--- src/rtl/fp16_sub_seq.sv ---
// rtl/fp16_sub_seq.sv - sequential binary16 subtractor (a - b), truncating, no subnormal/inf/nan handling.
// Overflow result selected by FP16_SUB_SATURATE_EN (max finite when defined, infinity otherwise).
module fp16_sub_seq (
  input  logic        clk,
  input  logic        rst_n,
  input  logic        in_valid,
  output logic        in_ready,
  input  logic [15:0] float_a,
  input  logic [15:0] float_b,
  output logic        out_valid,
  input  logic        out_ready,
  output logic [15:0] diff
);

  typedef enum logic [2:0] {IDLE, ALIGN, ADD, NORM, DONE} state_t;

  state_t             state, state_nx;
  logic               sign_a, sign_b;
  logic [4:0]         exp_a, exp_b;
  logic [10:0]        frac_a, frac_b;
  logic               res_sign;
  logic signed [6:0]  res_exp;
  logic [10:0]        res_frac;
  logic [15:0]        diff_q;

  logic               a_zero, b_zero, special;
  logic [15:0]        special_diff;
  logic [4:0]         shift;
  logic [10:0]        al_a, al_b;
  logic [4:0]         al_exp;
  logic [11:0]        sum;
  logic               add_sign;
  logic [10:0]        add_frac;
  logic signed [6:0]  add_exp;
  logic               add_done;
  logic [10:0]        norm_frac;
  logic signed [6:0]  norm_exp;

  function automatic logic [15:0] pack(input logic s, input logic signed [6:0] e,
                                       input logic [10:0] f);
    if (f == 11'd0 || e < 7'sd1)
      pack = 16'h0000;
    else if (e >= 7'sd31)
`ifdef FP16_SUB_SATURATE_EN
      pack = {s, 5'h1E, 10'h3FF};
`else
      pack = {s, 5'h1F, 10'h000};
`endif
    else
      pack = {s, e[4:0], f[9:0]};
  endfunction

  assign in_ready  = (state == IDLE);
  assign out_valid = (state == DONE);
  assign diff      = diff_q;

  always_comb begin
    a_zero       = (float_a[14:0] == 15'd0);
    b_zero       = (float_b[14:0] == 15'd0);
    special      = a_zero || b_zero || (float_a == float_b);
    special_diff = a_zero ? {~float_b[15], float_b[14:0]} :
                   b_zero ? float_a : 16'h0000;

    // Align: the smaller operand loses everything shifted past bit 0.
    al_a   = frac_a;
    al_b   = frac_b;
    al_exp = exp_a;
    shift  = 5'd0;
    if (exp_a >= exp_b) begin
      shift  = exp_a - exp_b;
      al_b   = (shift >= 5'd11) ? 11'd0 : (frac_b >> shift);
    end else begin
      shift  = exp_b - exp_a;
      al_a   = (shift >= 5'd11) ? 11'd0 : (frac_a >> shift);
      al_exp = exp_b;
    end

    // Magnitude add/subtract; sign_b already holds the inverted subtrahend sign.
    if (sign_a == sign_b) begin
      sum      = {1'b0, frac_a} + {1'b0, frac_b};
      add_sign = sign_a;
    end else if (frac_a >= frac_b) begin
      sum      = {1'b0, frac_a} - {1'b0, frac_b};
      add_sign = sign_a;
    end else begin
      sum      = {1'b0, frac_b} - {1'b0, frac_a};
      add_sign = sign_b;
    end
    if (sum[11]) begin
      add_frac = sum[11:1];
      add_exp  = res_exp + 7'sd1;
    end else begin
      add_frac = sum[10:0];
      add_exp  = res_exp;
    end
    add_done = sum[11] || add_frac[10] || (add_frac == 11'd0);

    norm_frac = {res_frac[9:0], 1'b0};
    norm_exp  = res_exp - 7'sd1;

    state_nx = state;
    case (state)
      IDLE:    if (in_valid) state_nx = special ? DONE : ALIGN;
      ALIGN:   state_nx = ADD;
      ADD:     state_nx = add_done ? DONE : NORM;
      NORM:    if (norm_frac[10]) state_nx = DONE;
      DONE:    if (out_ready) state_nx = IDLE;
      default: state_nx = IDLE;
    endcase
  end

  always_ff @(posedge clk or negedge rst_n) begin
    if (!rst_n)
      state <= IDLE;
    else
      state <= state_nx;
  end

  always_ff @(posedge clk or negedge rst_n) begin
    if (!rst_n) begin
      sign_a   <= 1'b0;
      sign_b   <= 1'b0;
      exp_a    <= 5'd0;
      exp_b    <= 5'd0;
      frac_a   <= 11'd0;
      frac_b   <= 11'd0;
      res_sign <= 1'b0;
      res_exp  <= 7'sd0;
      res_frac <= 11'd0;
      diff_q   <= 16'h0000;
    end else begin
      case (state)
        IDLE: begin
          if (in_valid) begin
            sign_a <= float_a[15];
            sign_b <= ~float_b[15];
            exp_a  <= float_a[14:10];
            exp_b  <= float_b[14:10];
            frac_a <= {1'b1, float_a[9:0]};
            frac_b <= {1'b1, float_b[9:0]};
            if (special) diff_q <= special_diff;
          end
        end
        ALIGN: begin
          frac_a  <= al_a;
          frac_b  <= al_b;
          res_exp <= signed'({2'b00, al_exp});
        end
        ADD: begin
          res_sign <= add_sign;
          res_frac <= add_frac;
          res_exp  <= add_exp;
          if (add_done) diff_q <= pack(add_sign, add_exp, add_frac);
        end
        NORM: begin
          res_frac <= norm_frac;
          res_exp  <= norm_exp;
          if (norm_frac[10]) diff_q <= pack(res_sign, norm_exp, norm_frac);
        end
        default: ;
      endcase
    end
  end

endmodule

--- config.mk ---
export PLATFORM = sky130hd
export DESIGN_NAME = fp16_sub_seq
export DESIGN_NICKNAME = d
export VERILOG_FILES = /design/src/rtl/fp16_sub_seq.sv
export SDC_FILE = /design/constraint.sdc
export NUM_CORES = 1
export LEC_CHECK = 0
export BUFFER_PORTS_ARGS = -buffer_cell sky130_fd_sc_hd__buf_4
export CAP_MARGIN = 5
export CORE_MARGIN = 2
export CORE_UTILIZATION = 45
export DETAILED_ROUTE_END_ITERATION = 16
export HOLD_SLACK_MARGIN = 0.12
export MAX_ROUTING_LAYER = met4
export PLACE_DENSITY = 0.72
export SKIP_CTS_REPAIR_TIMING = 1
export SYNTH_ARGS = -nofsm -noshare
export SYNTH_HDL_FRONTEND = slang
export SYNTH_SLANG_ARGS = --single-unit
--- constraint.sdc ---
create_clock -name clk -period 8.15 [get_ports clk]
set_input_delay 1.2225 -clock clk [delete_from_list [all_inputs] [get_ports clk]]
set_output_delay 1.2225 -clock clk [all_outputs]
set_load 0.02 [all_outputs]
# Yosys cells after proc, flatten, opt, wreduce, memory -nomap -nowiden

Index checks and enable logic that the tools add are counted.

Add/sub/neg operators: 7
Multiply operators: 0
Divide/modulo/power cells: 0
Magnitude comparators: 8
Equality and inequality tests: 13
Shift operators: 2
Mux-type cells: 34
Bitwise operators: 1
Reduce and logical (&&, ||, !) cells: 20

Operators with widths:

| kind                | count |
|---|---|
| $mux 16             | 8 |
| $mux 11             | 7 |
| $pmux 16 s3         | 1 |
| $pmux 11 s2         | 2 |
| $logic_not 15->1    | 2 |
| $mux 15             | 2 |
| $mux 12             | 2 |
| $sub 11x11->12      | 2 |
| $logic_not 11->1    | 2 |
| $shr 11x5->11       | 2 |
| $pmux 7 s3          | 1 |
| $pmux 10 s2         | 1 |
| $eq 16x16->1        | 1 |
| $mux 3              | 5 |
| $pmux 3 s5          | 1 |
| $ge 7x6->1 const B  | 2 |
| $lt 7x2->1 const B  | 2 |
| $add 11x11->12      | 1 |
| $ge 11x11->1        | 1 |
| $ge 5x4->1 const B  | 2 |
| $ne 2x2->1 const B  | 5 |
| $sub 5x5->5         | 2 |
| $reduce_and 3->1    | 3 |
| $add 7x2->7 const B | 1 |
| 17 further kinds    | 27 |

Register bits after elaboration: 71
Latch bits: 0
Memory bits (writable): 0
Memory bits (read-only): 0
Input port bits: 36
Output and inout port bits: 18
Memories kept: 0

# Depth between registers and ports, before layout

Gate-level depths: netlist (run 1).

Depth after elaboration: 9
Gate-level depth with buffers: 17
Gate-level depth less buffers: 15

# Worst setup path after synthesis (run 1)

OpenSTA, ideal clock, no wires.

Kind: reg2reg
Start: register frac_a[0]
End: register diff_q[15], in the netlist diff[15]
Arrival time: 3.350 ns
Data required time: 8.024 ns
Path slack: 4.674 ns
Stages on the path, launching flop included: 13
Buffers on the path: 0
Path through: dfrtp_1 > ha_1 > fa_1 > and2b_1 > o311ai_0 > a211oi_1 > a2111oi_0 > a31oi_1 > xnor2_1 > or2_4 > or4_4 > a221oi_2 > o21ai_1

Word-level cells in the longest chain between the ends: 9

RTL lines:

| element                                               | line   | RTL |
|---|---|---|
| from (decl)                                           | 20     | `logic [10:0] frac_a, frac_b;` |
| from (signal assigned)                                | 139    | `frac_a <= {1'b1, float_a[9:0]};` |
| from (signal assigned)                                | 145    | `frac_a <= al_a;` |
| $sub 11x11->12, or another cell as far along          | 86     | `sum = {1'b0, frac_b} - {1'b0, frac_a};` |
| $mux 12                                               | 82     | `end else if (frac_a >= frac_b) begin` |
| $mux 12                                               | 79     | `if (sign_a == sign_b) begin` |
| $mux 7 / $mux 11 (equally long branches)              | 89     | `if (sum[11]) begin` |
| $lt 7x2->1 / $logic_not 11->1 (equally long branches) | 41, 96 |  |
| $logic_or 1x1->1                                      | 41     | `if (f == 11'd0 \|\| e < 7'sd1)` |
| $mux 16                                               | 41     |  |
| $mux 16                                               | 153    | `if (add_done) diff_q <= pack(add_sign, add_exp, add_frac);` |
| $pmux 16 s3                                           | 132    | `case (state)` |
| to (signal assigned)                                  | 141    | `if (special) diff_q <= special_diff;` |
| to (signal assigned)                                  | 153    |  |
| to (signal assigned)                                  | 158    | `if (norm_frac[10]) diff_q <= pack(res_sign, norm_exp, norm_frac);` |
| to (decl)                                             | 24     | `logic [15:0] diff_q;` |

Several ways; a longest one is shown, not always the timed one. The select of a mux whose other input is x is not followed.
A chain may end at the register's enable or synchronous reset.

# Worst setup path in the final report (run 1)

Start: register frac_a[5]
End: register diff_q[1], in the netlist diff[1]

Word-level cells in the longest chain between the ends: 9

RTL lines:

| element                                            | line   | RTL |
|---|---|---|
| $sub 11x11->12, or another cell as far along       | 86     |  |
| $mux 12                                            | 82     |  |
| $mux 12 *                                          | 79     |  |
| $mux 7 / $mux 11 (equally long branches)           | 89     |  |
| $ge 7x6->1, or another cell as far along           | 43     | `else if (e >= 7'sd31)` |
| $mux 15 / $logic_or 1x1->1 (equally long branches) | 43, 41 |  |
| $mux 16                                            | 41     |  |
| $mux 16                                            | 153    |  |
| $pmux 16 s3                                        | 132    |  |

Mark *: on every way between the ends. The rest lies on a longest branch, timed or not. The select of a mux whose other input is x is not followed.

==> out/qor.csv, run 1 <==
metric;value;unit
clkLatencyLatePin;350;ps
place_congestion;0.974;
ys_types;79;
fin_nets;1049;
status;completed;
synth_top_area_share;24.4;%
wl;24400;microns
portBuffers;53;
dr_wl_met2;10700;microns
drt-pass1-iter-count;5;
die_h;131;microns
ctsHtreeMaxLevel;3;
tightest_slew;976;ps
cp-endpoint;diff[1]$_DFFE_PN0P_;
route.detailed.drc;0;
routed_via_density;6.36;
cts_root_buffer;clkbuf_16;
ios;54;
synth_edf_count;0;
max_freq;0.222;GHz
hp-class;flop to flop;
crit_required;8380;ps
overflow;0;
setup_viol;0;
fp.dieArea;0.0172;sq mm
clkTransAtPathRegs;70;ps
final_core_util;50.8;%
rows;46;
numCtsBuffers;9;
antenna_cells;0;
max-cap-violations;0;
drt-initial-drc-count;1026;
ys.flop_type;dfrtp_1;
cp_max_fo;21;
crit_arrival;4730;ps
antenna_found_initial;0;
synth_cells;950;
start_util;45.9;%
fin_crit_sh;55.2;%
coreArea;0.0159;sq mm
yosys.area.top_type;dfrtp_1;
yosys_warnings;0;
syn_area;0.00729;sq mm
finalMaxSlewViolations;0;
area_growth;10.6;%
cts_buffer_depth;2;
setup.worst_path.end_class;flop;
rsz0062_at_grt;false;
wl_per_cell;20.6;microns
reg2reg_slack;3650;ps
grt_usage;29.2;%
ant_nets;0;
ys_top_cells_by_area;dfrtp_1 24%, ha_1 7.6%, a21oi_1 5.7%;
reg2regPathDepth;14;
slew-limit-headroom;34.9;%
skew;6.83;ps
drt-met1-wl;10800;microns
first_global_vias;7056;
highest_layer;met4;
die_w;131;microns
hold_viol_final;0;
fillCellCount;1609;
syn_avg_cell_area;7.67;sq um
ys_seq_area_share;24.4;%
cts_sinks;71;
finalWorstPathRequiredPeriod;4500;ps
num_vias;7531;
grt_pass1_wl;39200;microns
r2r-end;diff[1]$_DFFE_PN0P_;
post-synth-top-count-cell;nor2_1;
start_kind;flop;
wl_met3;2090;microns
tns;0;ps
cts_tree;done;
synth-seq-cells;71;
layout-drive-gt1-share;11.5;%
cp-startpoint;frac_a[5]$_DFFE_PN0P_;
path_class;flop to flop;
async_flop_share;100;%
synth_common_cells;104 x nor2_1, 94 x nand2_1, 83 x a21oi_1, 76 x o21ai_0, 71 x dfrtp_1;
synthesis.nets;1035;
grt_start_max_net_pins;72;
reg2reg_from;frac_a[5]$_DFFE_PN0P_;
dpl.hpwl;18700;microns
[cell families after synthesis]
kind of cell | share of synthesized area (%)
compound gates | 29.0
xor+xnor | 5.27
fa+ha+maj | 8.92
buf+inv | 6.59
flops | 24.4
mux | 4.63
simple gates | 21.2
[critical path, cell delays in order (launching register included)]
cell and delay (ps):
dfrtp_1 470, inv_1 110, ha_1 540, a21oi_1 190, o21a_1 230, o21ai_2 520
o221a_2 320, o32ai_2 70, buf_4 250, o31a_1 320, nor3_2 320, nor2b_1 450
nor3_1 100, a2111oi_0 380, nor3_1 90
[cell usage in the layout, fill, tap and decap left out, drive strengths merged, types with 27 or more instances in the layout]
cell   instances
nor2         104
nand2         94
a21oi         83
o21ai         79
dfrtp         71
buf           63
inv           55
ha            44
nor3          33
mux2i         27
[cell type report]
type                       count  area (sq um)  area share [%]
clock buffer                   9           225            2.79
multi-input combinational    764          5030            62.4
clock inverter                 7          80.1           0.993
timing repair buffer          63           473            5.86
inverter                      55           206            2.56
tap                          216           270            3.35
sequential                    71          1780            22.0
[per-stage QoR]
step / worst slack (ps) / area (sq um) / cells / hold WS (ps)
floorplan: 4670 / 7290 / 950 / 470
global placement: 3920 / 7760 / 1169 / 472
detailed placement: 3780 / 7760 / 1169 / 471
CTS: 3760 / 8070 / 1185 / 485
global route: 3310 / 8070 / 1185 / 505
finish: 3650 / 8070 / 1185 / 478
[routing by layer]
| layer | vias up | GRT usage [%] |
|---|---|---|
| met4 | 0 | 10.3 |
| met1 | 3588 | 41.2 |
| li1 | 3479 | - |
| met2 | 400 | 42.6 |
| met5 | - | - |
| met3 | 64 | 4.55 |
[how the worst min path moves through the flow]
stage / from / endpoint / cells past startpoint
after floorplan: exp_a[4]$_DFFE_PN0P_ / exp_a[4]$_DFFE_PN0P_ / 2
after global placement: diff[4]$_DFFE_PN0P_ / diff[4]$_DFFE_PN0P_ / 2
after detailed placement: diff[2]$_DFFE_PN0P_ / diff[2]$_DFFE_PN0P_ / 2
after CTS: diff[2]$_DFFE_PN0P_ / diff[2]$_DFFE_PN0P_ / 2
after global routing: diff[7]$_DFFE_PN0P_ / diff[7]$_DFFE_PN0P_ / 1
final: diff[7]$_DFFE_PN0P_ / diff[7]$_DFFE_PN0P_ / 1
[state kept, by name, indices dropped and copies added (netlist names), 3 cells and up]
signal	flops
frac_b	11
res_frac	10
state	3
exp_b	5
exp_a	5
diff	16
frac_a	11
res_exp	7
Power of run 1 is left out: the tool's default activity adds up to more than one toggle a clock period on the data nets, which glitch-free logic cannot reach.
==> run 2: changes to the inputs <==
==> constraint.sdc (replaced) <==
create_clock -name clk -period 4.3 [get_ports clk]
set_input_delay 0.645 -clock clk [delete_from_list [all_inputs] [get_ports clk]]
set_output_delay 0.645 -clock clk [all_outputs]
set_load 0.02 [all_outputs]
==> out/qor.csv, run 2 (synthesis results as in run 1) <==
metric;value;unit;change
final_common_cell;nor2_1;;
slew-limit-headroom;36.8;%;+1.8 points
mostFrequentLayoutCells;104 x nor2_1, 94 x nand2_1, 86 x buf_4;;
max-cap-violations;0;;unchanged
setup_viol;0;;unchanged
grt_pass1_wl;39900;microns;+1.7%
status;completed;;
cp_common_cell;nor3_2;;
grt_start_max_net_pins;72;;unchanged
final_core_util;52.3;%;+1.5 points
max_stage_delay;520;ps;-20 ps
fin_crit_sh;92.2;%;+37 points
finalMaxSlewViolations;0;;unchanged
setup.worst_path.end_class;flop;;
skew;15.3;ps;+8.51 ps
tightest_slew;949;ps;-27.1 ps
drt-pass1-iter-count;6;;+1
numCtsBuffers;9;;unchanged
grt_usage;29.7;%;+0.50 points
path_cells;inv_1, ha_1, a21oi_1, o21a_1, o21ai_4, o221a_2, o32ai_2, buf_4, nor3_2, xor2_2, or2_4, nor4_1, a2111oi_0, nor3_2;;
overflow;0;;unchanged
antenna_cells;0;;unchanged
die_w;131;microns;unchanged
path_class;flop to flop;;
rsz0062_at_grt;false;;
routed_via_density;6.33;;-0.43%
hold_viol_final;0;;unchanged
fin_nets;1074;;+2.4%
wl_per_cell;20.8;microns;+0.62%
cts_tree;done;;
start_kind;flop;;
area_growth;13.9;%;
cp_max_fo;13;;-38%
layout-drive-gt1-share;13.6;%;+2.1 points
largest_register_ffs;16;;unchanged
portBuffers;53;;unchanged
ant_nets;0;;unchanged
crit_buf_inv;2;;unchanged
first_global_vias;7295;;+3.4%
start_util;45.9;%;unchanged
finalWorstPathRequiredPeriod;3970;ps;-533 ps
crit_required;4510;ps;-3870 ps
rows;46;;unchanged
drt-initial-drc-count;1109;;+8.1%
crit_arrival;4180;ps;-550 ps
fp.dieArea;0.0172;sq mm;unchanged
clkTransAtPathRegs;60;ps;about the same
clkLatencyLatePin;350;ps;about the same
max_freq;0.252;GHz;+13%
die_h;131;microns;unchanged
coreArea;0.0159;sq mm;unchanged
antenna_found_initial;0;;unchanged
place_congestion;0.974;;about the same
cts_root_buffer;clkbuf_16;;
cts_sinks;71;;unchanged
wl;25100;microns;+2.7%
crit_path_top_delay_cell;ha_1;;
ios;54;;unchanged
cts_buffer_depth;2;;unchanged
dpl.hpwl;19400;microns;+4.2%
route.detailed.drc;0;;unchanged
tns;0;ps;unchanged
cp_top_family;compound AO/OA/AOI/OAI gates;;
hp-class;input pin to asynchronous set/reset pin;;
num_vias;7657;;+1.7%
ctsHtreeMaxLevel;3;;unchanged
## run 2: changes by cell type in the layout (fill, tap and decap cells not counted), sizes merged
cell	before	now
bufinv	1	2
inv	55	54
buf	63	88
clkbuf	9	10
clkinv	5	4
## run 2: worst paths after layout
check / start / end / slack, ps / depth (start not counted)
max: frac_a[5]$_DFFE_PN0P_ / diff[9]$_DFFE_PN0P_ / 330 / 14
min: rst_n / res_frac[2]$_DFFE_PN0N_ / 440 / 1
max reg2reg: frac_a[5]$_DFFE_PN0P_ / diff[9]$_DFFE_PN0P_ / 330 / 14
min reg2reg: diff[4]$_DFFE_PN0P_ / diff[4]$_DFFE_PN0P_ / 480 / 2
max in group asynchronous: rst_n / frac_a[4]$_DFFE_PN0P_ / 3240 / 1
min in group clk: out_ready / state[2]$_DFFE_PN0P_ / 470 / 2
## run 2: final cells by class
type | count | area, sq um
clock buffers | 10 | 229
clock inverters | 6 | 93.8
fillers | 1603 | 7580
inverters | 55 | 206
multi-input cells | 764 | 5040
flip-flops and latches | 71 | 1780
well taps | 216 | 270
repair buffers | 88 | 686
## run 2: per-stage QoR
| stage | instances | hold slack, ps | setup WS, ps | instance area (sq um) |
|---|---|---|---|---|
| after global routing | 1210 | 482 | 75.2 | 8300 |
| after floorplan | 950 | 349 | 824 | 7290 |
| after CTS | 1206 | 473 | 190 | 8240 |
| after global placement | 1190 | 465 | 331 | 7920 |
| final | 1210 | 436 | 334 | 8300 |
| after detailed placement | 1190 | 474 | 182 | 7920 |
## run 2: metal layers
metal	track usage, %	vias to the layer above	share of wire (%)
met5	-	-	0
met2	44.0	409	43
li1	-	3538	-
met3	4.40	58	9.2
met1	41.8	3652	44
met4	9.66	0	3.2
Power of run 2 is left out for the same reason.
==> run 3: changes to the inputs <==
--- a/config.mk
+++ b/config.mk
@@ -7,13 +7,12 @@
 export LEC_CHECK = 0
 export BUFFER_PORTS_ARGS = -buffer_cell sky130_fd_sc_hd__buf_4
 export CAP_MARGIN = 5
-export CORE_MARGIN = 2
+export CORE_MARGIN = 8
 export CORE_UTILIZATION = 45
 export DETAILED_ROUTE_END_ITERATION = 16
 export HOLD_SLACK_MARGIN = 0.12
 export MAX_ROUTING_LAYER = met4
 export PLACE_DENSITY = 0.72
-export SKIP_CTS_REPAIR_TIMING = 1
 export SYNTH_ARGS = -nofsm -noshare
 export SYNTH_HDL_FRONTEND = slang
 export SYNTH_SLANG_ARGS = --single-unit
==> out/qor.csv, run 3 (synthesis results as in run 1) <==
metric;value;unit;change
drt-pass1-iter-count;6;;unchanged
max_freq;0.251;GHz;-0.32%
routed_via_density;6.34;;+0.13%
fin_nets;1072;;-0.19%
start_util;45.9;%;unchanged
cts_resized;0;;
cts_tree;done;;
crit_required;4540;ps;+30 ps
setup_viol;0;;unchanged
max_stage_delay;460;ps;-60 ps
layout-drive-gt1-share;13.5;%;-0.073 points
ios;54;;unchanged
area_growth;12.7;%;
cp_max_fo;16;;+3
overflow;0;;unchanged
cp_common_cell;a211oi_1;;
cts_buffer_depth;2;;unchanged
max-cap-violations;0;;unchanged
crit_arrival;4220;ps;+40 ps
route.detailed.drc;0;;unchanged
crit_path_top_delay_cell;o311ai_0;;
crit_buf_inv;0;;-2
grt_start_max_net_pins;72;;unchanged
drt-initial-drc-count;1222;;+10%
portBuffers;53;;unchanged
hp-class;input pin to asynchronous set/reset pin;;
largest_register_ffs;16;;unchanged
first_global_vias;7169;;-1.7%
numCtsBuffers;9;;unchanged
ant_nets;0;;unchanged
cts_hold_buf;0;;
num_vias;7654;;-0.039%
pre_cts_ws;274;ps;+91.9 ps
die_w;143;microns;+9.1%
finalMaxSlewViolations;0;;unchanged
antenna_cells;0;;unchanged
rsz0062_at_grt;false;;
cts_setup_buffers;0;;
reg2reg_slack;320;ps;about the same
finalWorstPathRequiredPeriod;3980;ps;+12.8 ps
status;completed;;
tightest_slew;988;ps;+39.0 ps
cp_top_family;compound AO/OA/AOI/OAI gates;;
place_congestion;1.02;;+4.9%
setup.worst_path.end_class;flop;;
grt_pass1_wl;38600;microns;-3.0%
path_class;flop to flop;;
wl_per_cell;20.2;microns;-2.5%
slew-limit-headroom;34.2;%;-2.6 points
finalWorstSetupSlack;321;ps;-12.8 ps
fp.dieArea;0.0205;sq mm;+19%
hold_viol_final;0;;unchanged
skew;15.5;ps;+0.144 ps
cts_root_buffer;clkbuf_16;;
mostFrequentLayoutCells;104 x nor2_1, 94 x nand2_1, 86 x buf_4;;
coreArea;0.0159;sq mm;unchanged
wl;24500;microns;-2.6%
clkLatencyLatePin;360;ps;about the same
die_h;143;microns;+9.1%
fin_crit_sh;92.5;%;+0.30 points
antenna_found_initial;0;;unchanged
final_common_cell;nor2_1;;
path_cells;ha_1, fa_1, and2b_1, o311ai_0, a211oi_1, a2111oi_0, a31oi_1, xnor2_1, or2_4, a41o_2, o211ai_4, a211oi_1, a21o_1;;
cts_sinks;71;;unchanged
ctsHtreeMaxLevel;3;;unchanged
tns;0;ps;unchanged
rows;46;;unchanged
start_kind;flop;;
dpl.hpwl;18700;microns;-4.0%
clkTransAtPathRegs;70;ps;about the same
grt_usage;24.6;%;-5.1 points
[run 3: worst paths after layout]
| check | startpoint | end | depth (start not counted) |
|---|---|---|---|
| hold / removal | rst_n | res_frac[9]$_DFFE_PN0N_ | 1 |
| setup reg to reg | frac_b[0]$_DFFE_PN0P_ | diff[7]$_DFFE_PN0P_ | 13 |
| max in group asynchronous | rst_n | frac_b[7]$_DFFE_PN0P_ | 1 |
| hold reg to reg | diff[7]$_DFFE_PN0P_ | diff[7]$_DFFE_PN0P_ | 1 |
| setup / recovery | frac_b[0]$_DFFE_PN0P_ | diff[7]$_DFFE_PN0P_ | 13 |
| min in group clk | diff[7]$_DFFE_PN0P_ | diff[7]$_DFFE_PN0P_ | 1 |
[run 3: metal layers]
metal,GRT usage (%),part of all wire [%]
met1,33.0,43
met2,35.5,43
met3,5.28,10
met4,9.19,3.6
met5,-,0
[run 3: cell type report]
type	count	area, sq um
fillers	1596	7670
clock inverters	7	58.8
flip-flops and latches	71	1780
multi-input cells	764	5030
clock buffers	9	225
inverters	55	206
well taps	216	270
repair buffers	86	646
[run 3: through the flow]
stage / util (%) / cell area, sq um / hold WS, ps / cells
2_1_floorplan: - / 7290 / 349 / 950
3_3_place_gp: 49.8 / 7920 / 465 / 1190
3_5_place_dp: 49.8 / 7920 / 475 / 1190
4_1_cts: 51.6 / 8200 / 485 / 1206
5_1_grt: 51.7 / 8220 / 511 / 1208
6_report: 51.7 / 8220 / 452 / 1208
Power of run 3 is left out for the same reason.
